$ cat config.mk
export PLATFORM = sky130hd
export DESIGN_NAME = bridge_tx_uart_flat
export DESIGN_NICKNAME = d
export VERILOG_FILES = /design/src/rtl/bridge_tx_uart_if.sv /design/src/rtl/bridge_tx_uart.sv /design/src/flat_wrapper.sv
export SDC_FILE = /design/constraint.sdc
export NUM_CORES = 1
export LEC_CHECK = 0
export CELL_PAD_IN_SITES_DETAIL_PLACEMENT = 0
export CELL_PAD_IN_SITES_GLOBAL_PLACEMENT = 1
export CORE_UTILIZATION = 43
export CTS_CLUSTER_SIZE = 20
export DETAILED_ROUTE_END_ITERATION = 7
export PLACE_DENSITY_LB_ADDON = 0.3
export SLEW_MARGIN = 20
export SYNTH_ARGS = -nofsm -noshare
export SYNTH_HDL_FRONTEND = slang
export SYNTH_SLANG_ARGS = --single-unit
$ cat constraint.sdc
create_clock -name clk -period 3.7 [get_ports clk]
set_input_delay 0.37 -clock clk [delete_from_list [all_inputs] [get_ports clk]]
set_output_delay 0.37 -clock clk [all_outputs]
set_load 0.03 [all_outputs]
$ cat src/rtl/bridge_tx_uart_if.sv
// Handshake between the core chain's bus output and the UART response transmitter.
interface bridge_tx_uart_if;
  logic [15:0] data_i;
  logic        rw_i;
  logic        valid_i;
  logic        ready_o;

  modport master (output data_i, output rw_i, output valid_i, input ready_o);
  modport slave  (input data_i, input rw_i, input valid_i, output ready_o);
endinterface

$ cat src/rtl/bridge_tx_uart.sv
// Manta bridge response path: serialises a read result as "D<hhhh>\r\n" over 8N1 UART.
module bridge_tx_uart #(
  parameter int CLOCKS_PER_BAUD = 868
) (
  input  logic            clk,
  input  logic            rst,
  bridge_tx_uart_if.slave bus,
  output logic            tx
);

  localparam int                BAUD_W        = $clog2(CLOCKS_PER_BAUD);
  localparam logic [BAUD_W-1:0] BAUD_LAST     = BAUD_W'(CLOCKS_PER_BAUD - 1);
  localparam logic [3:0]        LAST_DATA_BIT = 4'd8;
  localparam logic [2:0]        LAST_BYTE     = 3'd6;

  typedef enum logic [1:0] {
    IDLE,
    START,
    DATA,
    STOP
  } state_t;

  state_t            state, state_n;
  logic [BAUD_W-1:0] baud_cnt, baud_n;
  logic [3:0]        bit_idx, bit_n;
  logic [2:0]        byte_idx, byte_n;
  logic [15:0]       data_q;
  logic              load;
  logic              tx_n;
  logic [7:0]        cur_byte;
  logic              baud_wrap;

  function automatic logic [7:0] hex_ascii(input logic [3:0] n);
    return (n < 4'd10) ? (8'h30 + {4'h0, n}) : (8'h37 + {4'h0, n});
  endfunction

  function automatic logic [7:0] msg_byte(input logic [15:0] d, input logic [2:0] idx);
    logic [7:0] b;
    case (idx)
      3'd0:    b = 8'h44;
      3'd1:    b = hex_ascii(d[15:12]);
      3'd2:    b = hex_ascii(d[11:8]);
      3'd3:    b = hex_ascii(d[7:4]);
      3'd4:    b = hex_ascii(d[3:0]);
      3'd5:    b = 8'h0D;
      default: b = 8'h0A;
    endcase
    return b;
  endfunction

  assign baud_wrap  = (baud_cnt == BAUD_LAST);
  assign bus.ready_o = (state == IDLE);

  always_ff @(posedge clk) begin
    if (rst) begin
      state    <= IDLE;
      baud_cnt <= '0;
      bit_idx  <= '0;
      byte_idx <= '0;
      data_q   <= '0;
      tx       <= 1'b1;
    end else begin
      state    <= state_n;
      baud_cnt <= baud_n;
      bit_idx  <= bit_n;
      byte_idx <= byte_n;
      tx       <= tx_n;
      if (load) begin
        data_q <= bus.data_i;
      end
    end
  end

  // Bit index runs 0 (start) .. 1-8 (data) .. 9 (stop); the last stop bit of byte 6 returns to IDLE.
  always_comb begin
    state_n = state;
    baud_n  = baud_cnt;
    bit_n   = bit_idx;
    byte_n  = byte_idx;
    load    = 1'b0;
    case (state)
      IDLE: begin
        if (bus.valid_i && !bus.rw_i) begin
          state_n = START;
          baud_n  = '0;
          bit_n   = '0;
          byte_n  = '0;
          load    = 1'b1;
        end
      end
      default: begin
        if (baud_wrap) begin
          baud_n = '0;
          bit_n  = bit_idx + 4'd1;
          case (state)
            START: state_n = DATA;
            DATA: begin
              if (bit_idx == LAST_DATA_BIT) begin
                state_n = STOP;
              end
            end
            default: begin
              bit_n = '0;
              if (byte_idx == LAST_BYTE) begin
                state_n = IDLE;
                byte_n  = '0;
              end else begin
                state_n = START;
                byte_n  = byte_idx + 3'd1;
              end
            end
          endcase
        end else begin
          baud_n = baud_cnt + BAUD_W'(1);
        end
      end
    endcase
  end

  // tx is registered from the next-state view so the line changes exactly on bit boundaries.
  always_comb begin
    cur_byte = msg_byte(data_q, byte_n);
    tx_n     = 1'b1;
    case (state_n)
      START:   tx_n = 1'b0;
      DATA:    tx_n = cur_byte[3'(bit_n[2:0] - 3'd1)];
      default: tx_n = 1'b1;
    endcase
  end

endmodule

$ cat src/flat_wrapper.sv
// flat-port wrapper written by rule: the top's interface ports become plain ports
module bridge_tx_uart_flat 
#(
  parameter int CLOCKS_PER_BAUD = 868
)
  (clk, rst, tx, bus_data_i, bus_rw_i, bus_valid_i, bus_ready_o);
  bridge_tx_uart_if bus_i ();
  input  logic clk;
  input  logic rst;
  output logic tx;
  input wire logic [$bits(bus_i.data_i)-1:0] bus_data_i;
  input wire logic [$bits(bus_i.rw_i)-1:0] bus_rw_i;
  input wire logic [$bits(bus_i.valid_i)-1:0] bus_valid_i;
  output wire logic [$bits(bus_i.ready_o)-1:0] bus_ready_o;
  assign bus_i.data_i = bus_data_i;
  assign bus_i.rw_i = bus_rw_i;
  assign bus_i.valid_i = bus_valid_i;
  assign bus_ready_o = bus_i.ready_o;
  bridge_tx_uart #(.CLOCKS_PER_BAUD(CLOCKS_PER_BAUD)) u_core (.clk(clk), .rst(rst), .bus(bus_i), .tx(tx));
endmodule
==> impl_results.md, run 1 <==
* Largest net degree at the start of global routing at 20
* Critical path type: reg -> reg
* Dpl hpwl at 4.72 mm
* Antenna violations before repair at 0
* Initial DRC count at 210
* Syn_area_per_cell at 7.38 sq um
* Area of the multi-input gates at 1630 sq um
* Vias in the first global route at 2330
* Vias at 2479
* Worst skew pair latency at 0.30 ns
* Dominant cells by area after synthesis: dfxtp_1 28%, nand2_1 9.3%, a21oi_1 7.7%, ha_1 4.9%, nor2_1 4.9%
* CP Max Fanout at 14
* Grt ovf at 0
* CTS Hold Bufs at 0
* Leakage at 0.969 nW
* Fin Setup TNS at 0 ns
* Post-Layout Inst Area at 2870 sq um
* # setup viols final at 0
* WP data required at 3.93 ns
* Final antenna-violating net count at 0
* I/O Pins at 22
* Antenna diodes at 0
* Final wirelength at 6.34 mm
* Total GRT Usage at 0.221
* Initial Util at 0.454
* Pre-CTS WS at 0.470 ns
* Most used DFF post-synth: dfxtp_1
* # rows at 27
* Pre-antenna DRT Iters at 4
* Final hold slack at 0.459 ns
* Share of cells above drive strength 1 at 0.0769
* DR WL/cell at 14.6 microns
* H-tree Lvls at 2
* Post-layout util at 0.512
* Netlist Area Pre-Place at 2540 sq um
* Placed Instances at 428
* Setup crit start kind: register
* Cells after Synth at 345
* Xor/xnor share of the synthesized area at 0.0241
* Net count, final at 393
* Clk buf depth at 2
* CTS tree: done
* Status: completed
* Root buffer cell: clkbuf_8
* Slew Limit Fails at 0
* Largest family of logic cells by synthesized area: simple AND/OR/NAND/NOR gates
* Max Cap Viol at 0
* FMAX at 310 MHz
* CTS sink cnt at 36
* Max IR drop VDD at 0.180 mV
* Final worst setup slack at 0.478 ns
* P&R area growth vs syn at 12.7%
* CTS Buf Count at 5
* Crit path time final at 3.22 ns
* Post-CTS sizing at 0
* Vias per inst at 5.69
* Die area at 6230 sq um
* Pwr/cell area at 298 nW/um^2
* Flops & latches, synth at 36
* Yosys Warn Count at 0
* Input/output buffers at 21
* Slew @ Worst Pin at 0.691 ns
* Post-Synth Simple-Gate Area at 0.305
* Synth area leader: dfxtp_1
* Die Y at 78.9 microns
* Post-Syn Nets at 375
* Register area share after synthesis at 0.283
* DRC Markers at 0
* Setup Fix Bufs, Post-CTS at 0
* Final period util at 0.871
* CTS clk-pin slew, worst paths at 0.07 ns
* Design Power at 0.854 mW
* Async SR Flop Fraction at 0
* Mux cell area share after synthesis at 0.0324
* Core Area at 5610 sq um
* Final hold viol count at 0
* Fin cells at 436
* Hold Crit Class: reg -> reg
* Top cell type's share of synthesized area at 0.283
* Die width at 78.9 microns
* Unique cell type count in the Yosys netlist at 59
* Crit end category: register
* Leading cell types in the layout, fill and taps excluded: 63 x nand2_1, 39 x a21oi_1, 36 x dfxtp_1
* Post-synth EDFFs at 0
* Placed cell area at 2780 sq um
* Slew headroom at 0.538
* Reg area at 721 sq um
* Gp weighted congestion at 0.889
* Post-Synth Adder-Cell Area at 0.0492
* First-pass GRT wire length at 10.8 mm
* Flop2flop setup slack at 0.48 ns
* Most common cell after layout, fill and taps aside: nand2_1
* RSZ-0062 raised after global routing: false
* # fillers at 614
* Setup Skew at 0.0104 ns
* Worst EP arrival at 3.46 ns
* Post-synthesis compound-gate area fraction at 0.230
==> critical path: stages, from the launching register on <==
cell	delay, ns
dfxtp_1	0.31
inv_1	0.10
ha_1	0.43
nand2_1	0.32
nand2_1	0.15
o22a_1	0.21
inv_1	0.09
ha_1	0.39
nor2_1	0.08
a21boi_0	0.13
o32a_1	0.34
or4_1	0.51
nand4_1	0.10
==> cells in the mapped netlist, types with 5 or more instances <==
library cell   n
nor2_1        33
ha_1          10
dfxtp_1       36
a311oi_1       6
nand2_1       63
inv_1         19
clkbuf_1      10
xnor2_1        6
nand3_1       10
a21oi_1       39
nor3_1         6
a31oi_1        7
o21ai_0       14
nand4_1        6
nor3b_1        5
mux2i_1        6
==> power breakdown <==
group	internal (mW)	leakage, nW	switching, mW
Clock	0.149	0.0510	0.150
Combinational	0.0593	0.626	0.0813
Sequential	0.401	0.292	0.0139
==> final timing paths <==
kind                          from          endpoint  cells past startpoint
setup / recovery   u_core.state[0]         u_core.tx                     12
hold / removal    u_core.data_q[0]  u_core.data_q[0]                      2
setup reg to reg   u_core.state[0]         u_core.tx                     12
hold reg to reg   u_core.data_q[0]  u_core.data_q[0]                      2
==> state kept, by name (all words and copies together), names as in the netlist <==
| name | cells |
|---|---|
| u_core.baud_cnt | 10 |
| u_core.bit_idx | 4 |
| u_core.byte_idx | 3 |
| u_core.data_q | 16 |
| u_core.state | 2 |
| u_core.tx | 1 |
==> per-layer routing <==
layer  vias up  GRT usage  part of all wire
li1       1262          -                 -
met5         -          0                 0
met3         9     0.0425             0.041
met1      1170      0.313              0.52
met2        38      0.331              0.43
met4         0     0.0764             0.012
==> cell families after synthesis <==
family          Yosys count
simple gates            156
compound gates           92
buf+inv                  36
flops                    36
fa+ha+maj                10
mux                       8
xor+xnor                  7
==> area by class of cell <==
type                            count  area share
Clock buffer                        6      0.0288
Clock inverter                      2     0.00349
Inverter                           19      0.0249
Multi-Input combinational cell    273       0.569
Sequential cell                    36       0.251
Tap cell                           72      0.0314
Timing Repair Buffer               28      0.0916
Note: power is estimated with default switching activity, not from simulation.
==> inputs of run 2 (changes only) <==
--- a/config.mk
+++ b/config.mk
@@ -5,9 +5,9 @@
 export SDC_FILE = /design/constraint.sdc
 export NUM_CORES = 1
 export LEC_CHECK = 0
-export CELL_PAD_IN_SITES_DETAIL_PLACEMENT = 0
-export CELL_PAD_IN_SITES_GLOBAL_PLACEMENT = 1
-export CORE_UTILIZATION = 43
+export CELL_PAD_IN_SITES_DETAIL_PLACEMENT = 1
+export CELL_PAD_IN_SITES_GLOBAL_PLACEMENT = 2
+export CORE_UTILIZATION = 34
 export CTS_CLUSTER_SIZE = 20
 export DETAILED_ROUTE_END_ITERATION = 7
 export PLACE_DENSITY_LB_ADDON = 0.3
==> impl_results.md, run 2 (same netlist as run 1, synthesis figures left out) <==
* Slew headroom at 0.552
* Vias in the first global route at 2520
* First-pass GRT wire length at 12.5 mm
* Net count, final at 394
* # fillers at 936
* Slew Limit Fails at 0
* Clk buf depth at 2
* Die Y at 88.5 microns
* Antenna violations before repair at 0
* Die width at 88.5 microns
* Gp weighted congestion at 0.846
* H-tree Lvls at 2
* Regs by FF count: u_core.data_q x16, u_core.baud_cnt x10, u_core.bit_idx x4
* Total GRT Usage at 0.211
* Flop2flop setup slack at 0.33 ns
* CTS sink cnt at 36
* Setup crit start kind: register
* Input/output buffers at 21
* Root buffer cell: clkbuf_8
* Post-CTS sizing at 0
* I/O Pins at 22
* FMAX at 297 MHz
* Initial DRC count at 137
* # setup viols final at 0
* P&R area growth vs syn at 15.1%
* CP Max Fanout at 14
* DRC Markers at 0
* Leading cell types in the layout, fill and taps excluded: 63 x nand2_1, 39 x a21oi_1, 36 x dfxtp_1
* Worst skew pair latency at 0.31 ns
* Dpl hpwl at 5.54 mm
* Grt ovf at 0
* Initial Util at 0.351
* CTS tree: done
* Setup Fix Bufs, Post-CTS at 0
* Worst r2r path cells at 13
* Core Area at 7250 sq um
* Leakage at 0.978 nW
* Final antenna-violating net count at 0
* Max IR drop VDD at 0.127 mV
* Die area at 7830 sq um
* CTS clk-pin slew, worst paths at 0.08 ns
* Vias per inst at 5.38
* Setup Skew at 0.00452 ns
* Crit path to: u_core.tx
* Reg-to-reg critical path endpoint: u_core.tx
* CTS Buf Count at 5
* Pre-antenna DRT Iters at 4
* Critical path type: reg -> reg
* Crit end category: register
* Max FFs per register at 16
* Post-layout util at 0.404
* Final wirelength at 7.43 mm
* Final period util at 0.910
* DR WL/cell at 16.0 microns
* Slew @ Worst Pin at 0.670 ns
* CTS Hold Bufs at 0
* WP data required at 3.89 ns
* # rows at 31
* Crit path time final at 3.37 ns
* Hold Crit Class: reg -> reg
* Setup crit start: u_core.state[0]
* Vias at 2497
* Antenna diodes at 0
* Max Cap Viol at 0
* Largest net degree at the start of global routing at 22
* Fin Setup TNS at 0 ns
* Most common cell after layout, fill and taps aside: nand2_1
* Pwr/cell area at 316 nW/um^2
* Worst r2r src: u_core.state[0]
* Status: completed
* Final hold viol count at 0
* Worst EP arrival at 3.56 ns
* RSZ-0062 raised after global routing: false
* Share of cells above drive strength 1 at 0.0795
* Top reg by flops: u_core.data_q
[run 2: cell count changes in the layout (fill, tap and decap cells not counted), sizes merged]
cell | previous run | this run
bufinv | 0 | 1
buf | 7 | 8
clkbuf | 6 | 5
clkinvlp | 0 | 1
clkinv | 2 | 1
[run 2: metal layers]
layer,GRT usage,wire length (microns),vias to the layer above
met5,0,0,-
met4,0.0630,105,0
met3,0.0420,197,8
met2,0.381,3710,32
met1,0.250,3420,1192
li1,-,-,1265
[run 2: how the worst min path moves through the flow]
stage / slack [ns] / from / depth (start not counted) / to
final: 0.46 / u_core.data_q[8] / 2 / u_core.data_q[8]
after global routing: 0.48 / u_core.data_q[8] / 2 / u_core.data_q[8]
after CTS: 0.46 / u_core.data_q[8] / 2 / u_core.data_q[8]
after detailed placement: 0.45 / u_core.data_q[8] / 2 / u_core.data_q[8]
after global placement: 0.45 / u_core.data_q[0] / 2 / u_core.data_q[0]
after floorplan: 0.44 / u_core.data_q[0] / 2 / u_core.data_q[0]
[run 2: final cells by class]
cell class | instances | area, sq um | share of cell area
multi-input combinational | 273 | 1630 | 0.557
sequential | 36 | 721 | 0.246
timing repair buffer | 29 | 270 | 0.0923
tap | 99 | 124 | 0.0423
inverter | 19 | 71.3 | 0.0243
clock buffer | 5 | 68.8 | 0.0235
clock inverter | 3 | 42.5 | 0.0145
[run 2: power breakdown]
part | switching (mW) | internal (mW) | leakage (nW)
sequential | 0.0148 | 0.400 | 0.292
clock | 0.168 | 0.200 | 0.0541
combinational | 0.0826 | 0.0593 | 0.631
total | 0.265 | 0.659 | 0.978
[run 2: metrics by stage]
stage	instances	hold slack, ns	total power, mW	instance area [sq um]	setup slack, ns
3_3_place_gp	456	0.448	0.565	2820	0.327
5_1_grt	464	0.483	0.970	2930	0.0597
3_5_place_dp	456	0.450	0.568	2820	0.251
6_report	464	0.457	0.924	2930	0.335
4_1_cts	464	0.462	0.937	2930	0.358
2_1_floorplan	345	0.436	0.511	2540	0.523
[run 2: worst max-delay path: stages, from the launching register on]
cell and delay (ns):
dfxtp_1 0.32, inv_1 0.11, ha_1 0.44, nand2_1 0.32, nand2_1 0.15, o22a_1 0.22
inv_1 0.10, ha_1 0.32, buf_4 0.18, a2111oi_0 0.54, a21oi_1 0.15, and3b_1 0.21
o211ai_1 0.09, nand4_1 0.09
==> inputs of run 3 (changes only) <==
--- a/config.mk
+++ b/config.mk
@@ -8,6 +8,7 @@
 export CELL_PAD_IN_SITES_DETAIL_PLACEMENT = 1
 export CELL_PAD_IN_SITES_GLOBAL_PLACEMENT = 2
 export CORE_UTILIZATION = 34
+export CTS_CLUSTER_DIAMETER = 150
 export CTS_CLUSTER_SIZE = 20
 export DETAILED_ROUTE_END_ITERATION = 7
 export PLACE_DENSITY_LB_ADDON = 0.3
==> results of run 3 <==
The final DEF is identical to that of run 2; final timing and power are the same.
